==> config.mk <==
export PLATFORM = sky130hd
export DESIGN_NAME = slice_scheduler
export DESIGN_NICKNAME = d
export VERILOG_FILES = /design/src/rtl/spirose_pkg.sv /design/src/rtl/hall_sync.sv /design/src/rtl/slice_scheduler.sv
export SDC_FILE = /design/constraint.sdc
export NUM_CORES = 1
export LEC_CHECK = 0
export ABC_AREA = 0
export CAP_MARGIN = 10
export CORE_ASPECT_RATIO = 0.5
export CORE_MARGIN = 2
export CORE_UTILIZATION = 30
export CTS_CLUSTER_SIZE = 10
export DETAILED_ROUTE_END_ITERATION = 16
export PLACE_DENSITY_LB_ADDON = 0.1
export SLEW_MARGIN = 40
export SYNTH_ARGS = -nofsm -noshare
export SYNTH_HDL_FRONTEND = slang
export SYNTH_SLANG_ARGS = --single-unit
==> constraint.sdc <==
create_clock -name clk -period 5.9 [get_ports clk]
set_clock_uncertainty 0.05 [all_clocks]
set_input_delay 0.885 -clock clk [delete_from_list [all_inputs] [get_ports clk]]
set_output_delay 0.885 -clock clk [all_outputs]
set_load 0.02 [all_outputs]
==> src/rtl/spirose_pkg.sv <==
// Shared types and slice-count defaults for the rotating display.
// The framebuffer addressing uses the same slice-count defaults.
package spirose_pkg;
    localparam int NB_SLICES  = 128;
    localparam int SLICE_LOG2 = 7;

    typedef enum logic [1:0] {IDLE, MEASURE, RUN, STALLED} slice_state_t;
endpackage

==> src/rtl/hall_sync.sv <==
// Hall sensor front end: synchroniser, falling-edge detect, debounce window.
// Owns the free-running rotation period counter.
module hall_sync #(
    parameter int PERIOD_WIDTH = 24,
    parameter int MIN_PERIOD   = 4096,
    parameter int MAX_PERIOD   = 2**24-2
) (
    input  logic                    clk,
    input  logic                    rst,
    input  logic                    hall_n,
    input  logic                    accept_any,
    output logic                    hall_evt_accepted,
    output logic [PERIOD_WIDTH-1:0] period_cnt
);
    localparam logic [PERIOD_WIDTH-1:0] MIN_P = PERIOD_WIDTH'(MIN_PERIOD);
    localparam logic [PERIOD_WIDTH-1:0] MAX_P = PERIOD_WIDTH'(MAX_PERIOD);

    logic sync1, sync2, sync2_d, hall_evt;

    // Idle level of the sensor is high, so reset to 1 to avoid a false edge.
    always_ff @(posedge clk or posedge rst) begin
        if (rst) begin
            sync1    <= 1'b1;
            sync2    <= 1'b1;
            sync2_d  <= 1'b1;
            hall_evt <= 1'b0;
        end else begin
            sync1    <= hall_n;
            sync2    <= sync1;
            sync2_d  <= sync2;
            hall_evt <= sync2_d & ~sync2;
        end
    end

    assign hall_evt_accepted = hall_evt & (accept_any | (period_cnt >= MIN_P));

    // Saturates at MAX_PERIOD+1 so the stall condition stays visible.
    always_ff @(posedge clk or posedge rst) begin
        if (rst)
            period_cnt <= '0;
        else if (hall_evt_accepted)
            period_cnt <= '0;
        else if (period_cnt <= MAX_P)
            period_cnt <= period_cnt + 1'b1;
    end
endmodule

==> src/rtl/slice_scheduler.sv <==
// Divides the measured rotor period into NB_SLICES slices and issues one
// clk_enable-qualified position_sync strobe per slice.
module slice_scheduler #(
    parameter int NB_SLICES    = spirose_pkg::NB_SLICES,
    parameter int SLICE_LOG2   = spirose_pkg::SLICE_LOG2,
    parameter int PERIOD_WIDTH = 24,
    parameter int MIN_PERIOD   = 4096,
    parameter int MAX_PERIOD   = 2**24-2
) (
    input  logic                    clk,
    input  logic                    rst,
    input  logic                    clk_enable,
    input  logic                    hall_n,
    output logic                    position_sync,
    output logic [SLICE_LOG2-1:0]   slice_idx,
    output logic                    rotation_valid,
    output logic [PERIOD_WIDTH-1:0] period
);
    import spirose_pkg::*;

    localparam int LEN_W = PERIOD_WIDTH - SLICE_LOG2;
    localparam logic [PERIOD_WIDTH-1:0] MAX_P = PERIOD_WIDTH'(MAX_PERIOD);
    localparam logic [SLICE_LOG2-1:0]   LAST  = SLICE_LOG2'(NB_SLICES - 1);

    slice_state_t            state_q, state_d;
    logic [PERIOD_WIDTH-1:0] period_cnt, period_q, period_next;
    logic [LEN_W-1:0]        slice_len_q, slice_cnt_q;
    logic [SLICE_LOG2-1:0]   idx_q;
    logic                    pending_q;
    logic                    evt_acc, stalled, last_slice, slice_end;
    logic                    latch, step, enter_stall, req;

    hall_sync #(
        .PERIOD_WIDTH (PERIOD_WIDTH),
        .MIN_PERIOD   (MIN_PERIOD),
        .MAX_PERIOD   (MAX_PERIOD)
    ) u_hall_sync (
        .clk               (clk),
        .rst               (rst),
        .hall_n            (hall_n),
        .accept_any        ((state_q == IDLE) || (state_q == STALLED)),
        .hall_evt_accepted (evt_acc),
        .period_cnt        (period_cnt)
    );

    assign stalled     = period_cnt > MAX_P;
    assign last_slice  = idx_q == LAST;
    assign slice_end   = slice_cnt_q == slice_len_q - 1'b1;
    // The counter clears on the hall cycle itself, so that cycle is added back.
    assign period_next = period_cnt + 1'b1;

    always_ff @(posedge clk or posedge rst) begin
        if (rst) state_q <= IDLE;
        else     state_q <= state_d;
    end

    always_comb begin
        state_d     = state_q;
        latch       = 1'b0;
        step        = 1'b0;
        enter_stall = 1'b0;
        case (state_q)
            IDLE, STALLED: if (evt_acc) state_d = MEASURE;
            MEASURE: begin
                if (stalled) begin
                    state_d     = STALLED;
                    enter_stall = 1'b1;
                end else if (evt_acc) begin
                    state_d = RUN;
                    latch   = 1'b1;
                end
            end
            RUN: begin
                if (stalled) begin
                    state_d     = STALLED;
                    enter_stall = 1'b1;
                end else if (evt_acc) begin
                    latch = 1'b1;
                end else if (slice_end && !last_slice) begin
                    step = 1'b1;
                end
            end
            default: state_d = IDLE;
        endcase
    end

    assign req = latch | step;

    always_ff @(posedge clk or posedge rst) begin
        if (rst) begin
            period_q    <= '0;
            slice_len_q <= '0;
            slice_cnt_q <= '0;
            idx_q       <= '0;
        end else if (latch) begin
            period_q    <= period_next;
            slice_len_q <= period_next[PERIOD_WIDTH-1:SLICE_LOG2];
            slice_cnt_q <= '0;
            idx_q       <= '0;
        end else if (enter_stall) begin
            idx_q <= '0;
        end else if (step) begin
            idx_q       <= idx_q + 1'b1;
            slice_cnt_q <= '0;
        end else if (state_q == RUN && !last_slice) begin
            slice_cnt_q <= slice_cnt_q + 1'b1;
        end
    end

    // Requests are registered first; a later request merges into an unserved one.
    always_ff @(posedge clk or posedge rst) begin
        if (rst)              pending_q <= 1'b0;
        else if (enter_stall) pending_q <= 1'b0;
        else if (req)         pending_q <= 1'b1;
        else if (clk_enable)  pending_q <= 1'b0;
    end

    assign position_sync  = pending_q & clk_enable;
    assign slice_idx      = idx_q;
    assign rotation_valid = state_q == RUN;
    assign period         = period_q;
endmodule

==> reports/results.ini <==
[setup_path]
crit_path_end_kind=register
start_kind=register
cp_max_fo=18
critPathMaxStageDelay_ns=0.52
required_ns=6.13
slowest_stage=o21ai_4
crit_type=register to register
path_cells=inv_1 -> ha_1 -> nor4b_1 -> nand4b_1 -> nor4_1 -> o21ai_0 -> nand4bb_1 -> o21ai_4 -> o22a_1
cp.arrival_ns=3.58

[timing]
fin_crit_ns=3.36
finalSetupTns_ns=0
worstMarginPinSlew_ns=0.816
setup_viol=0
period_share=0.569
slew-limit-headroom=0.452
rsz0062_at_grt=no
drv_slew=0
clock.fmax_ghz=0.298
hold_viol_final=0

[pwr]
power_density_nw_per_um2=311
total_power_mw=1.62
leakagePower_nw=2.14
peakVddDrop_v=0.000123

[clock_network]
post_cts_resized=0
numClockSinks=79
cts_root_buf=clkbuf_16
clockBufferDepth=2
cts_tree=done
hold_buffers=0
post-cts-setup-buffers=0
clk-insertion-delay-late_ns=0.34
path_clk_slew_ns=0.07
htree_levels=3
numCtsBuffers=9

[floorplan]
rows=31
die_area_um2=15500
core_area_um2=14300
die_y_um=89.1
io_pins=37
die_w_um=174
start_util=0.303

[logic_synthesis]
syn_inst=463
synth_most_common_cell=dfrtp_1
synth_edf_count=0
netlist.area_leader.share=0.438
synth_commonest_cells=dfrtp_1, nand2_1, nor2_1
yosys_most_used_dff=dfrtp_1
synth_top_area_cell=dfrtp_1
ys_async_sr_fraction=1.00
synth.distinct_cells=57
synth_nets=474
yosys-top-cells-area=dfrtp_1, xnor2_1, xor2_1
ys_ff_latch=79
syn_area_per_cell_um2=9.37
syn_area_um2=4340
ys_seq_area_frac=0.456
ys_warn_count=0

[grt]
grt_usage=0.151
grt_pass1_vias=3289
grt_max_degree=52
antenna_found_initial=0
grt_overflow=0
grt_pass1_wl_um=18300

[cells_and_area]
antenna_cells=0
num-fill-cells=1462
finalNetCount=502
regArea_um2=1980
syn2layout_area_growth_pct=20.0
drive_above_1_share=0.0665
multi_input_area_um2=2210

[drt]
wirelength_um=11000
vias=3384
viasPerCell=4.88
drc_errors=0
antenna_left=0
wl_per_cell_um=15.8
first_pass_iters=4
dr.first_iter.drc_count=161

[hold_path]
hp-class=register to register

[place]
io_buffers=36
hpwlAfterDp_um=7820
routabilityCongestion=0.787

[status]
status=completed

[flow_run]
cap_violations=0

-- per-stage QoR --
| stage | setup WS [ns] | hold slack [ns] | area, um^2 | util | std cells |
|---|---|---|---|---|---|
| 2_1_floorplan | 2.95 | 0.295 | 4340 | - | 463 |
| 3_3_place_gp | 2.58 | 0.296 | 4880 | 0.341 | 678 |
| 3_5_place_dp | 2.54 | 0.298 | 4890 | 0.341 | 678 |
| 4_1_cts | 2.53 | 0.319 | 5200 | 0.363 | 694 |
| 5_1_grt | 2.16 | 0.324 | 5210 | 0.364 | 694 |
| 6_report | 2.54 | 0.315 | 5210 | 0.364 | 694 |
-- report_power, final --
part	total [mW]	internal, mW	switching (mW)
registers	0.705	0.614	0.0906
logic	0.321	0.145	0.177
clock network	0.592	0.346	0.245
total	1.62	1.11	0.513
-- metal layers --
| layer | track usage | share of wire | up-vias |
|---|---|---|---|
| li1 | - | - | 1693 |
| met3 | 0.0361 | 0.039 | 9 |
| met2 | 0.229 | 0.43 | 55 |
| met1 | 0.218 | 0.52 | 1627 |
| met4 | 0.0382 | 0.012 | 0 |
| met5 | 0 | 0 | - |
-- cells in the final DEF (no fill, tap or decap), types with 5 or more instances in the layout --
| cell | instances |
|---|---|
| nand4_1 | 19 |
| xnor2_1 | 33 |
| nor3_1 | 14 |
| dfrtp_1 | 76 |
| o21ai_0 | 30 |
| clkdlybuf4s50_1 | 36 |
| a21oi_1 | 26 |
| inv_1 | 16 |
| clkbuf_16 | 9 |
| nand2_1 | 47 |
| nor2_1 | 37 |
| nand3b_1 | 5 |
| ha_1 | 7 |
| and3_1 | 9 |
| nor4_1 | 7 |
| nand2b_1 | 5 |
| nand3_1 | 15 |
| xor2_1 | 27 |
-- critical path: cells and delay by family, from the launching register on --
family | cells | cell delay (ns)
and+or+nand+nor | 4 | 1.49
AOI/OAI and AO/OA | 3 | 0.86
DFF | 1 | 0.47
adders and majority gates | 1 | 0.33
buffers and inverters | 1 | 0.09
-- flip-flops by register name (all words and copies together) (netlist names) --
signal                  count
period                     24
u_hall_sync.period_cnt     24
slice_cnt_q                17
slice_idx                   7
state_q                     2
pending_q                   1
u_hall_sync.hall_evt        1
u_hall_sync.sync1           1
u_hall_sync.sync2           1
u_hall_sync.sync2_d         1
-- worst paths after layout --
kind | start | end | slack [ns] | depth (start not counted)
worst min-delay path | u_hall_sync.sync1 | u_hall_sync.sync2 | 0.31 | 0
worst max-delay path | period[7] | pending_q | 2.54 | 9
worst max register to register | period[7] | pending_q | 2.54 | 9
worst min register to register | u_hall_sync.sync1 | u_hall_sync.sync2 | 0.31 | 0
min in group asynchronous | rst | period[5] | 0.86 | 2
max in group asynchronous | rst | slice_cnt_q[0] | 4.13 | 3
-- cell type report --
class / count / area share
sequential: 79 / 0.380
tap: 198 / 0.0476
clock buffer: 10 / 0.0459
inverter: 17 / 0.0132
timing repair buffer: 39 / 0.0735
multi-input combinational: 345 / 0.425
clock inverter: 6 / 0.0144
-- cell families (layout without fill, tap and decap cells) --
kind of cell	count (synthesis)	count (layout)	share of synthesized area
adder cells (fa/ha/maj)	7	7	0.0202
multiplexers	4	4	0.00922
XOR/XNOR	60	60	0.121
AO/OA/AOI/OAI	85	85	0.122
flip-flops	79	79	0.456
AND/OR/NAND/NOR	189	189	0.233
buffers and inverters	39	72	0.0383
Power figures use the tool's default switching activity.
